===== src/rtl/pipe_hazard_ctrl_if.sv =====
// Hazard sequencer bundle: pipe-side hazard sources in, pipe register controls out.
// The pipe drives the master side; the sequencer sits on the slave side.
interface pipe_hazard_ctrl_if #(
    parameter int CNT_W = 32
);
    logic [4:0]       id_rs1_idx;
    logic [4:0]       id_rs2_idx;
    logic             id_rs1_used;
    logic             id_rs2_used;
    logic [4:0]       ex_rd_idx;
    logic             ex_wben;
    logic             ex_is_load;
    logic             ex_redirect;
    logic             ex_mdu_req;
    logic             mdu_done;
    logic             lsu_req;
    logic             lsu_ack;

    logic             pc_en;
    logic             ifid_en;
    logic             ifid_flush;
    logic             idex_stall_n;
    logic             idex_flush;
    logic             idex_hold;
    logic             exmem_bubble;
    logic             memwb_en;
    logic [1:0]       state_o;
    logic             mdu_timeout;
    logic [CNT_W-1:0] stall_cnt;

    modport master (
        output id_rs1_idx, id_rs2_idx, id_rs1_used, id_rs2_used,
        output ex_rd_idx, ex_wben, ex_is_load, ex_redirect,
        output ex_mdu_req, mdu_done, lsu_req, lsu_ack,
        input  pc_en, ifid_en, ifid_flush, idex_stall_n,
        input  idex_flush, idex_hold, exmem_bubble, memwb_en,
        input  state_o, mdu_timeout, stall_cnt
    );

    modport slave (
        input  id_rs1_idx, id_rs2_idx, id_rs1_used, id_rs2_used,
        input  ex_rd_idx, ex_wben, ex_is_load, ex_redirect,
        input  ex_mdu_req, mdu_done, lsu_req, lsu_ack,
        output pc_en, ifid_en, ifid_flush, idex_stall_n,
        output idex_flush, idex_hold, exmem_bubble, memwb_en,
        output state_o, mdu_timeout, stall_cnt
    );
endinterface


===== src/rtl/pipe_hazard_ctrl.sv =====
// Stall/flush sequencer for the 5-stage pipe: load-use, redirects,
// multi-cycle MDU ops and LSU wait states, plus MDU watchdog and stall counter.
module pipe_hazard_ctrl #(
    parameter int MDU_MAX_CYC = 64,
    parameter int CNT_W       = 32
) (
    input  logic              clk,
    input  logic              rst,
    pipe_hazard_ctrl_if.slave hz
);

    typedef enum logic [1:0] {
        RUN      = 2'd0,
        MDU_WAIT = 2'd1,
        MEM_WAIT = 2'd2,
        ILLEGAL  = 2'd3
    } state_t;

    typedef struct packed {
        logic pc_en;
        logic ifid_en;
        logic ifid_flush;
        logic idex_stall_n;
        logic idex_flush;
        logic idex_hold;
        logic exmem_bubble;
        logic memwb_en;
    } ctl_t;

    localparam ctl_t CTL_NORM = '{
        pc_en: 1'b1, ifid_en: 1'b1, ifid_flush: 1'b0, idex_stall_n: 1'b1,
        idex_flush: 1'b0, idex_hold: 1'b0, exmem_bubble: 1'b0, memwb_en: 1'b1
    };
    localparam ctl_t CTL_MEMW = '{
        pc_en: 1'b0, ifid_en: 1'b0, ifid_flush: 1'b0, idex_stall_n: 1'b0,
        idex_flush: 1'b0, idex_hold: 1'b1, exmem_bubble: 1'b0, memwb_en: 1'b0
    };
    localparam ctl_t CTL_REDIR = '{
        pc_en: 1'b1, ifid_en: 1'b1, ifid_flush: 1'b1, idex_stall_n: 1'b0,
        idex_flush: 1'b1, idex_hold: 1'b0, exmem_bubble: 1'b0, memwb_en: 1'b1
    };
    // EX stays frozen in ID/EX; EX/MEM gets bubbles while older ops drain
    localparam ctl_t CTL_MDU = '{
        pc_en: 1'b0, ifid_en: 1'b0, ifid_flush: 1'b0, idex_stall_n: 1'b1,
        idex_flush: 1'b0, idex_hold: 1'b1, exmem_bubble: 1'b1, memwb_en: 1'b1
    };
    localparam ctl_t CTL_LDU = '{
        pc_en: 1'b0, ifid_en: 1'b0, ifid_flush: 1'b0, idex_stall_n: 1'b0,
        idex_flush: 1'b0, idex_hold: 1'b0, exmem_bubble: 1'b0, memwb_en: 1'b1
    };

    localparam int              WD_W    = $clog2(MDU_MAX_CYC + 1);
    localparam logic [WD_W-1:0] WD_MAX  = WD_W'(MDU_MAX_CYC);
    localparam logic [WD_W-1:0] WD_LAST = WD_W'(MDU_MAX_CYC - 1);

    state_t           state;
    state_t           state_nxt;
    state_t           run_nxt;
    ctl_t             ctl;
    ctl_t             run_ctl;
    logic [WD_W-1:0]  wdog;
    logic             timeout_q;
    logic [CNT_W-1:0] cnt;

    logic rs1_hit;
    logic rs2_hit;
    logic ldu;
    logic memw;
    logic mdu_busy;

    assign rs1_hit  = hz.id_rs1_used & (hz.id_rs1_idx == hz.ex_rd_idx);
    assign rs2_hit  = hz.id_rs2_used & (hz.id_rs2_idx == hz.ex_rd_idx);
    assign ldu      = hz.ex_is_load & hz.ex_wben & (hz.ex_rd_idx != 5'd0)
                    & (rs1_hit | rs2_hit);
    assign memw     = hz.lsu_req & ~hz.lsu_ack;
    assign mdu_busy = hz.ex_mdu_req & ~hz.mdu_done;

    // RUN priority chain; also reused by MEM_WAIT on the ack cycle
    always_comb begin
        run_ctl = CTL_NORM;
        run_nxt = RUN;
        if (memw) begin
            run_ctl = CTL_MEMW;
            run_nxt = MEM_WAIT;
        end else if (hz.ex_redirect) begin
            run_ctl = CTL_REDIR;
        end else if (mdu_busy) begin
            run_ctl = CTL_MDU;
            run_nxt = MDU_WAIT;
        end else if (ldu) begin
            run_ctl = CTL_LDU;
        end
    end

    always_comb begin
        ctl       = CTL_NORM;
        state_nxt = RUN;
        unique case (state)
            RUN: begin
                ctl       = run_ctl;
                state_nxt = run_nxt;
            end
            MDU_WAIT: begin
                if (hz.mdu_done) begin
                    ctl       = CTL_NORM;
                    state_nxt = RUN;
                end else begin
                    ctl       = CTL_MDU;
                    state_nxt = MDU_WAIT;
                end
            end
            MEM_WAIT: begin
                if (hz.lsu_ack) begin
                    ctl       = run_ctl;
                    state_nxt = run_nxt;
                end else begin
                    ctl       = CTL_MEMW;
                    state_nxt = MEM_WAIT;
                end
            end
            default: begin
                ctl       = CTL_NORM;
                state_nxt = RUN;
            end
        endcase
        ctl.idex_hold = ctl.idex_hold & ~ctl.idex_flush;
    end

    always_ff @(posedge clk or posedge rst) begin
        if (rst) begin
            state     <= RUN;
            wdog      <= '0;
            timeout_q <= 1'b0;
            cnt       <= '0;
        end else begin
            state <= state_nxt;
            if (!ctl.pc_en) begin
                cnt <= cnt + CNT_W'(1);
            end
            // watchdog saturates at the limit; the flag is sticky until reset
            if (state == MDU_WAIT && !hz.mdu_done) begin
                if (wdog != WD_MAX) begin
                    wdog <= wdog + WD_W'(1);
                end
                if (wdog == WD_LAST) begin
                    timeout_q <= 1'b1;
                end
            end else begin
                wdog <= '0;
            end
        end
    end

    assign hz.pc_en        = ctl.pc_en;
    assign hz.ifid_en      = ctl.ifid_en;
    assign hz.ifid_flush   = ctl.ifid_flush;
    assign hz.idex_stall_n = ctl.idex_stall_n;
    assign hz.idex_flush   = ctl.idex_flush;
    assign hz.idex_hold    = ctl.idex_hold;
    assign hz.exmem_bubble = ctl.exmem_bubble;
    assign hz.memwb_en     = ctl.memwb_en;
    assign hz.state_o      = state;
    assign hz.mdu_timeout  = timeout_q;
    assign hz.stall_cnt    = cnt;

    a_flush_hold_excl: assert property (
        @(posedge clk) disable iff (rst)
        !(hz.idex_flush && hz.idex_hold)
    );

endmodule


===== src/flat_wrapper.sv =====
// flat-port wrapper written by rule: the top's interface ports become plain ports
module pipe_hazard_ctrl_flat 
#(
    parameter int MDU_MAX_CYC = 64,
    parameter int CNT_W       = 32
)
  (clk, rst, hz_id_rs1_idx, hz_id_rs2_idx, hz_id_rs1_used, hz_id_rs2_used, hz_ex_rd_idx, hz_ex_wben, hz_ex_is_load, hz_ex_redirect, hz_ex_mdu_req, hz_mdu_done, hz_lsu_req, hz_lsu_ack, hz_pc_en, hz_ifid_en, hz_ifid_flush, hz_idex_stall_n, hz_idex_flush, hz_idex_hold, hz_exmem_bubble, hz_memwb_en, hz_state_o, hz_mdu_timeout, hz_stall_cnt);
  pipe_hazard_ctrl_if #(.CNT_W(CNT_W)) hz_i ();
  input  logic clk;
  input  logic rst;
  input wire logic [$bits(hz_i.id_rs1_idx)-1:0] hz_id_rs1_idx;
  input wire logic [$bits(hz_i.id_rs2_idx)-1:0] hz_id_rs2_idx;
  input wire logic [$bits(hz_i.id_rs1_used)-1:0] hz_id_rs1_used;
  input wire logic [$bits(hz_i.id_rs2_used)-1:0] hz_id_rs2_used;
  input wire logic [$bits(hz_i.ex_rd_idx)-1:0] hz_ex_rd_idx;
  input wire logic [$bits(hz_i.ex_wben)-1:0] hz_ex_wben;
  input wire logic [$bits(hz_i.ex_is_load)-1:0] hz_ex_is_load;
  input wire logic [$bits(hz_i.ex_redirect)-1:0] hz_ex_redirect;
  input wire logic [$bits(hz_i.ex_mdu_req)-1:0] hz_ex_mdu_req;
  input wire logic [$bits(hz_i.mdu_done)-1:0] hz_mdu_done;
  input wire logic [$bits(hz_i.lsu_req)-1:0] hz_lsu_req;
  input wire logic [$bits(hz_i.lsu_ack)-1:0] hz_lsu_ack;
  output wire logic [$bits(hz_i.pc_en)-1:0] hz_pc_en;
  output wire logic [$bits(hz_i.ifid_en)-1:0] hz_ifid_en;
  output wire logic [$bits(hz_i.ifid_flush)-1:0] hz_ifid_flush;
  output wire logic [$bits(hz_i.idex_stall_n)-1:0] hz_idex_stall_n;
  output wire logic [$bits(hz_i.idex_flush)-1:0] hz_idex_flush;
  output wire logic [$bits(hz_i.idex_hold)-1:0] hz_idex_hold;
  output wire logic [$bits(hz_i.exmem_bubble)-1:0] hz_exmem_bubble;
  output wire logic [$bits(hz_i.memwb_en)-1:0] hz_memwb_en;
  output wire logic [$bits(hz_i.state_o)-1:0] hz_state_o;
  output wire logic [$bits(hz_i.mdu_timeout)-1:0] hz_mdu_timeout;
  output wire logic [$bits(hz_i.stall_cnt)-1:0] hz_stall_cnt;
  assign hz_i.id_rs1_idx = hz_id_rs1_idx;
  assign hz_i.id_rs2_idx = hz_id_rs2_idx;
  assign hz_i.id_rs1_used = hz_id_rs1_used;
  assign hz_i.id_rs2_used = hz_id_rs2_used;
  assign hz_i.ex_rd_idx = hz_ex_rd_idx;
  assign hz_i.ex_wben = hz_ex_wben;
  assign hz_i.ex_is_load = hz_ex_is_load;
  assign hz_i.ex_redirect = hz_ex_redirect;
  assign hz_i.ex_mdu_req = hz_ex_mdu_req;
  assign hz_i.mdu_done = hz_mdu_done;
  assign hz_i.lsu_req = hz_lsu_req;
  assign hz_i.lsu_ack = hz_lsu_ack;
  assign hz_pc_en = hz_i.pc_en;
  assign hz_ifid_en = hz_i.ifid_en;
  assign hz_ifid_flush = hz_i.ifid_flush;
  assign hz_idex_stall_n = hz_i.idex_stall_n;
  assign hz_idex_flush = hz_i.idex_flush;
  assign hz_idex_hold = hz_i.idex_hold;
  assign hz_exmem_bubble = hz_i.exmem_bubble;
  assign hz_memwb_en = hz_i.memwb_en;
  assign hz_state_o = hz_i.state_o;
  assign hz_mdu_timeout = hz_i.mdu_timeout;
  assign hz_stall_cnt = hz_i.stall_cnt;
  pipe_hazard_ctrl #(.MDU_MAX_CYC(MDU_MAX_CYC), .CNT_W(CNT_W)) u_core (.clk(clk), .rst(rst), .hz(hz_i));
endmodule

===== config.mk =====
export PLATFORM = sky130hd
export DESIGN_NAME = pipe_hazard_ctrl_flat
export DESIGN_NICKNAME = d
export VERILOG_FILES = /design/src/rtl/pipe_hazard_ctrl_if.sv /design/src/rtl/pipe_hazard_ctrl.sv /design/src/flat_wrapper.sv
export SDC_FILE = /design/constraint.sdc
export NUM_CORES = 1
export LEC_CHECK = 0
export BUFFER_PORTS_ARGS = -buffer_cell sky130_fd_sc_hd__buf_2
export CORE_MARGIN = 3
export CORE_UTILIZATION = 35
export DETAILED_ROUTE_END_ITERATION = 8
export GPL_TIMING_DRIVEN = 0
export PLACE_DENSITY = 0.69
export RECOVER_POWER = 100
export SLEW_MARGIN = 30
export SYNTH_ARGS = -nofsm -noshare
export SYNTH_HDL_FRONTEND = slang
export SYNTH_SLANG_ARGS = --single-unit

===== constraint.sdc =====
create_clock -name clk -period 2.9 [get_ports clk]
set_input_delay 0.58 -clock clk [delete_from_list [all_inputs] [get_ports clk]]
set_output_delay 0.58 -clock clk [all_outputs]
set_load 0.1 [all_outputs]

==> metrics, run 1 <==
Worst Setup Start Kind flip-flop; final cell area excluding filler cells 0.002808 mm2; headroom to the max-slew limit -2.756%; synthesized area per cell 10.46 um2; total global routing track utilization 14.99%; slew at the pin closest to its max-slew limit 1.541 ns; number of violations reported at the end of detailed-routing iteration 0 78; sequential-to-total area share from yosys stat 45.06%; arrival time at the worst endpoint 2.23 ns; Die H 87.63 um; detailed-route wire length 5425 um; number of flip-flops and latches in the synthesized netlist 42; final critical delay including setup and external delays 2.809 ns; final total power 2.362 mW; number of optimization iterations in the first detailed-route pass 4; Layout Area Growth over Synthesis 20.39%; library cell occupying the most area in the post-synthesis netlist sky130_fd_sc_hd__dfrtp_1; Clock Path Buffers 2; Sinks on Clock Net 42; Vias per Instance 5.016; Commonest cells post-synth sky130_fd_sc_hd__dfrtp_1, sky130_fd_sc_hd__xor2_1, sky130_fd_sc_hd__nor2_1; failing checks capacitance limit, slew limit; warnings from Yosys 0; largest clock skew in the final design 0.009906 ns; post-CTS clock slew at the launch and capture registers of the worst setup and hold paths 0.08 ns; Cell Area, Synth 0.002332 mm2; final number of hold-violating endpoints 0; H-tree depth reported by CTS 2; Final Setup Violations 0; GPL Wtd Cong 0.7716; CP top delay family flip-flops; critical path cell sequence o21ba_4 > nor2b_1 > or2_2 > a31oi_4 > buf_12 > buf_4; post-DP HPWL 4051 um; outcome finished, violations left; simple logic cell fraction of the synthesized area 27.52%; number of violations of the max-capacitance limit 1; post-layout utilization of the core 43.97%; total placed instance area 0.002850 mm2; WS Path Type reg -> out; dominant combinational cell family by area after synthesis simple AND/OR/NAND/NOR gates; total clock buffers created by CTS 5; number of antenna violations at the first check in global routing 0; WL/cell 14.43 um; Congestion Overflow GR 0; via count of the first global-routing pass 1942; total die area 0.007679 mm2; sort of element at the end of the critical path output pin; highest fanout seen on the critical path 11; hold slack 0.3046 ns; DIE WIDTH 87.63 um; distinct cell type count after synthesis 40; largest net degree at the start of global routing 29; total via count in the routed design 1886; leading cell type by number of instances after synthesis sky130_fd_sc_hd__dfrtp_1; detailed-route DRC error count 0; area share of xor/xnor cells in the synthesized design 17.27%; Leakage Power 1.150 nW; Buf+Inv Stages, Crit Path 2; Fmax 356.0 MHz; first-pass GRT wire length 9025 um; core footprint 0.006386 mm2; share of the synthesized area in the top cell type 45.06%; number of instances in the synthesized netlist 223; post-synthesis compound-gate area fraction 3.970%; fraction of the mapped netlist area in adder cells 1.609%; EDFF count, synth 0; IR Drop Worst-Case VDD 1.390 mV; flip-flop cell with the highest count after synthesis sky130_fd_sc_hd__dfrtp_1; CTS tree yes; power density normalized to cell area 841.3 mW/mm2; slowest cell delay on critical path 0.49 ns; Max stage delay cell, worst path sky130_fd_sc_hd__dfrtp_4; data required time at the worst endpoint 2.32 ns; starting utilization of the core area 36.52%; type of the most critical hold path in -> async; Rows 29; antenna diode count 0; num ports 69; fraction of synthesized area in multiplexers 0.9657%; ANT nets after route 0; Port Buffer Count 68; cell types occupying the most area after synthesis sky130_fd_sc_hd__dfrtp_1, sky130_fd_sc_hd__xor2_1, sky130_fd_sc_hd__xnor2_1; Synthesized Nets 252; number of pins with negative max-slew slack in the final report 29; Final #Nets 328; clock latency reported for the late side of the worst-skew pair 0.30 ns; share of synthesized registers carrying an async set or reset 100.0%; Final period util 96.87%; RSZ-0062 raised after global routing no; CTS Root Cell sky130_fd_sc_hd__clkbuf_8; ratio of cells with drive above 1 in the final layout 19.06%
[path summary, 6_finish.rpt]
check / from / end / slack, ns / depth (start not counted)
worst max-delay path: u_core.hz.state_o[1] / hz_ifid_en / 0.09 / 6
worst min-delay path: rst / u_core.wdog[0] / 0.30 / 2
worst max register to register: u_core.hz.state_o[1] / u_core.hz.stall_cnt[31] / 0.54 / 7
worst min register to register: u_core.hz.mdu_timeout / u_core.hz.mdu_timeout / 0.47 / 1
max in group asynchronous: rst / u_core.hz.stall_cnt[3] / 0.78 / 3
min in group clk: u_core.hz.mdu_timeout / u_core.hz.mdu_timeout / 0.47 / 1
[state kept, by name, indices dropped and copies added, names as in the netlist]
name	cells
u_core.hz.stall_cnt	32
u_core.hz.state_o	2
u_core.hz.mdu_timeout	1
u_core.wdog	7
[per-layer routing]
layer	vias to the layer above	track usage (%)	part of all wire (%)
met5	-	0	0
met4	0	5.439	1.4
met3	7	3.010	5.5
met2	48	24.11	46
met1	916	20.01	47
li1	915	-	-
[cell usage in the layout, fill, tap and decap left out, types with 2 or more instances in the layout]
| master | n |
|---|---|
| sky130_fd_sc_hd__a21oi_1 | 3 |
| sky130_fd_sc_hd__nor4_1 | 11 |
| sky130_fd_sc_hd__nand3_1 | 16 |
| sky130_fd_sc_hd__xor2_1 | 31 |
| sky130_fd_sc_hd__clkbuf_1 | 41 |
| sky130_fd_sc_hd__clkbuf_2 | 4 |
| sky130_fd_sc_hd__or2_2 | 3 |
| sky130_fd_sc_hd__ha_1 | 3 |
| sky130_fd_sc_hd__xnor2_1 | 15 |
| sky130_fd_sc_hd__buf_12 | 2 |
| sky130_fd_sc_hd__clkbuf_4 | 2 |
| sky130_fd_sc_hd__nor3_1 | 12 |
| sky130_fd_sc_hd__buf_4 | 2 |
| sky130_fd_sc_hd__and3_1 | 7 |
| sky130_fd_sc_hd__nor2_1 | 17 |
| sky130_fd_sc_hd__clkbuf_8 | 6 |
| sky130_fd_sc_hd__nand4_1 | 7 |
| sky130_fd_sc_hd__inv_1 | 6 |
| sky130_fd_sc_hd__nand2b_1 | 3 |
| sky130_fd_sc_hd__dfrtp_1 | 40 |
| sky130_fd_sc_hd__nand2_1 | 17 |
| sky130_fd_sc_hd__buf_2 | 25 |
| sky130_fd_sc_hd__buf_1 | 2 |
[stage by stage]
step / TNS, ns / setup slack, ns / cells
2_1_floorplan: -0.3578 / -0.2766 / 223
3_3_place_gp: -0.1456 / -0.1076 / 368
3_5_place_dp: -0.1358 / -0.1034 / 369
4_1_cts: 0 / 0.03728 / 376
5_1_grt: 0 / 0.01866 / 376
6_report: 0 / 0.09066 / 376
[power breakdown]
| group | internal (mW) | switching [mW] | total (mW) |
|---|---|---|---|
| registers | 0.673 | 0.108 | 0.781 |
| clock network | 0.276 | 0.206 | 0.482 |
| logic | 0.172 | 0.927 | 1.10 |
[logic make-up (layout without fill, tap and decap cells)]
group,after synthesis,count (layout)
and+or+nand+nor,104,104
muxes,2,2
AOI/OAI and AO/OA,10,10
xor gates and xnor gates,46,46
DFF,42,42
adders and majority gates,3,3
buffers and inverters,16,92
[area by class of cell]
cell class	count	area, um2
fill	656	3578
sequential	42	1056
tap	77	96.34
buffer	10	75.07
clock inverter	1	30.03
inverter	6	22.52
multi-input combinational	165	1129
clock buffer	6	82.58
timing repair buffer	69	316.6
[timing repair]
action,in CTS,in global routing
resized for setup,3,2
hold buffers,0,0
setup buffers,0,0
setup endpoints to repair,2,2
No activity file was read; power rests on OpenSTA's default activity.
==> inputs of run 2 (changes only) <==
- HOLD_SLACK_MARGIN: not set -> 0.15
- PLACE_DENSITY: 0.69 -> 0.55
==> run 2 against run 1 <==
Compared with the run above: power decreased by 1.7%; core utilization about the same; first-iteration DRC count decreased by 24%; flip-flop and latch count unchanged; critical path type unchanged; cell count increased by 0.27%; the flow still finishes with violations (capacitance limit, slew limit); cell area about the same.
==> metrics, run 2 (same netlist as run 1, synthesis figures left out) <==
Switch Pwr 1.220 mW (was 1.241 mW); total clock buffers created by CTS 5 (unchanged); net switching fraction of the power 52.53% (was 52.54%); final cell area excluding filler cells 0.002806 mm2 (was 0.002808 mm2); WS Path Type reg -> out (unchanged); Worst Setup Start Kind flip-flop (unchanged); GPL Wtd Cong 0.7552 (was 0.7716); ratio of cells with drive above 1 in the final layout 18.67% (was 19.06%); share of power burned in the clock network 19.5% (was 20.4%); CTS Root Cell sky130_fd_sc_hd__clkbuf_8 (unchanged); Rows 29 (unchanged); Vias per Instance 4.836 (was 5.016); number of optimization iterations in the first detailed-route pass 4 (unchanged); total global routing track utilization 14.40% (was 14.99%); total die area 0.007679 mm2 (unchanged); most frequent cells in the layout sky130_fd_sc_hd__clkbuf_1, sky130_fd_sc_hd__dfrtp_1, sky130_fd_sc_hd__xor2_1, sky130_fd_sc_hd__buf_2, sky130_fd_sc_hd__nor2_1 (was sky130_fd_sc_hd__clkbuf_1, sky130_fd_sc_hd__dfrtp_1, sky130_fd_sc_hd__xor2_1, sky130_fd_sc_hd__buf_2); final setup TNS 0 ns (unchanged); num ports 69 (unchanged); Final period util 96.51% (was 96.87%); post-layout utilization of the core 43.95% (was 43.97%); outcome finished, violations left (unchanged); Port Buffer Count 68 (unchanged); Fmax 357.3 MHz (was 356.0 MHz); total placed instance area 0.002850 mm2 (unchanged); Final Setup Violations 0 (unchanged); starting utilization of the core area 36.52% (unchanged); post-CTS setup buffers 0 (unchanged); Register-to-Register Setup Slack 0.53 ns (was 0.54 ns); number of violations of the max-capacitance limit 1 (unchanged); Leakage Power 1.152 nW (was 1.150 nW); final critical delay including setup and external delays 2.799 ns (was 2.809 ns); internal power component 1.102 mW (was 1.121 mW); number of placed cells counting well taps 369 (unchanged); data required time at the worst endpoint 2.32 ns (about the same); endpoint of the most critical setup path hz_ifid_en (unchanged); Congestion Overflow GR 0 (unchanged); failing checks capacitance limit, slew limit (unchanged); combinational share of power 46.9% (was 46.5%); power density normalized to cell area 827.3 mW/mm2 (was 841.3 mW/mm2); slew at the pin closest to its max-slew limit 1.518 ns (was 1.541 ns); Layout Area Growth over Synthesis 20.33% (was 20.39%); H-tree depth reported by CTS 2 (unchanged); total via count in the routed design 1823 (was 1886); Sinks on Clock Net 42 (unchanged); CTS tree yes (unchanged); highest fanout seen on the critical path 11 (unchanged); total of fill cells in the finished design 661 (was 656); sort of element at the end of the critical path output pin (unchanged); ANT nets after route 0 (unchanged); arrival time at the worst endpoint 2.22 ns (was 2.23 ns); detailed-route DRC error count 0 (unchanged); total area of multi-input combinational cells 0.001136 mm2 (was 0.001129 mm2); detailed-route wire length 5148 um (was 5425 um); RSZ-0062 raised after global routing no (unchanged); IR Drop Worst-Case VDD 1.019 mV (was 1.390 mV); cts-stage hold buffer count 0 (unchanged); type of the most critical hold path in -> async (unchanged); clock latency reported for the late side of the worst-skew pair 0.29 ns (was 0.30 ns); number of pins with negative max-slew slack in the final report 29 (unchanged); first-pass GRT wire length 8652 um (was 9025 um); sequential cell area 0.001056 mm2 (unchanged); power share of the sequential group 33.6% (was 33.1%); antenna diode count 0 (unchanged); Die H 87.63 um (unchanged); post-CTS clock slew at the launch and capture registers of the worst setup and hold paths 0.08 ns (about the same); largest clock skew in the final design 0.008710 ns (was 0.009906 ns); DIE WIDTH 87.63 um (unchanged); final total power 2.322 mW (was 2.362 mW); post-DP HPWL 3822 um (was 4051 um); r2r endpoint u_core.hz.stall_cnt[21] (was u_core.hz.stall_cnt[31]); most frequent standard cell in the layout excluding fill and tap cells sky130_fd_sc_hd__clkbuf_1 (unchanged); Clock Path Buffers 2 (unchanged); number of antenna violations at the first check in global routing 0 (unchanged); headroom to the max-slew limit -1.181% (was -2.756%); Reg2Reg Launch Point u_core.hz.state_o[1] (unchanged); WL/cell 13.66 um (was 14.43 um); cell count of the worst reg-to-reg path 7 (unchanged); via count of the first global-routing pass 1727 (was 1942); max FFs per register 32 (unchanged); number of violations reported at the end of detailed-routing iteration 0 59 (was 78); final number of hold-violating endpoints 0 (unchanged); core footprint 0.006386 mm2 (unchanged); Non-Filler Instances 377 (was 376); Worst setup startpoint u_core.hz.state_o[1] (unchanged); Final #Nets 328 (unchanged); largest net degree at the start of global routing 29 (unchanged)
run 2: per-stage QoR:
| step | worst slack [ns] | hold WS (ns) |
|---|---|---|
| 3_3_place_gp | -0.1178 | 0.4420 |
| 3_5_place_dp | -0.1165 | 0.4411 |
| 4_1_cts | 0.03448 | 0.2530 |
| 6_report | 0.1011 | 0.3325 |
| 2_1_floorplan | -0.2766 | 0.5182 |
| 5_1_grt | 0.001699 | 0.3783 |
run 2: how the worst min path moves through the flow:
stage | start | endpoint | slack [ns] | cells past startpoint
after floorplan | u_core.wdog[5] | u_core.wdog[5] | 0.52 | 2
after global placement | u_core.hz.mdu_timeout | u_core.hz.mdu_timeout | 0.44 | 1
after detailed placement | u_core.hz.mdu_timeout | u_core.hz.mdu_timeout | 0.44 | 1
after CTS | rst | u_core.wdog[0] | 0.25 | 2
after global routing | rst | u_core.wdog[0] | 0.38 | 2
final | rst | u_core.hz.stall_cnt[21] | 0.33 | 2
run 2: power by group through the flow:
stage               combinational (mW)  sequential (mW)  clock (mW)
floorplan                        0.329             1.40           0
global placement                  1.14            0.788           0
detailed placement                1.14            0.789           0
CTS                               1.15            0.779       0.473
global route                      1.14            0.800       0.496
finish                            1.09            0.779       0.454
run 2: layout make-up:
cell class              instances  area share [%]
flip-flops and latches         42           37.63
repair buffers                 69           11.23
inverters                       6          0.8025
multi-input cells             165           40.48
well taps                      77           3.433
clock buffers                   7           2.720
clock inverters                 1           1.070
plain buffers                  10           2.630
run 2: what timing repair did:
action                                  in CTS  in global routing
gates resized for setup                      3                  1
endpoints found under the setup margin       2                  1
endpoints found under the hold margin        0                  0
run 2: worst max-delay path, stage by stage (launching register included):
cell and delay [ns]:
sky130_fd_sc_hd__dfrtp_4 0.49, sky130_fd_sc_hd__o21ba_4 0.22, sky130_fd_sc_hd__nor2b_1 0.15, sky130_fd_sc_hd__or2_2 0.34, sky130_fd_sc_hd__a31oi_4 0.26, sky130_fd_sc_hd__buf_12 0.18
sky130_fd_sc_hd__buf_4 0.29
run 2: layer usage:
| layer | wire length (um) | global-route usage, % | up-vias |
|---|---|---|---|
| met4 | 70 | 4.881 | 0 |
| li1 | - | - | 916 |
| met1 | 2512 | 20.60 | 847 |
| met2 | 2291 | 21.64 | 54 |
| met3 | 275 | 3.010 | 6 |
| met5 | 0 | 0 | - |
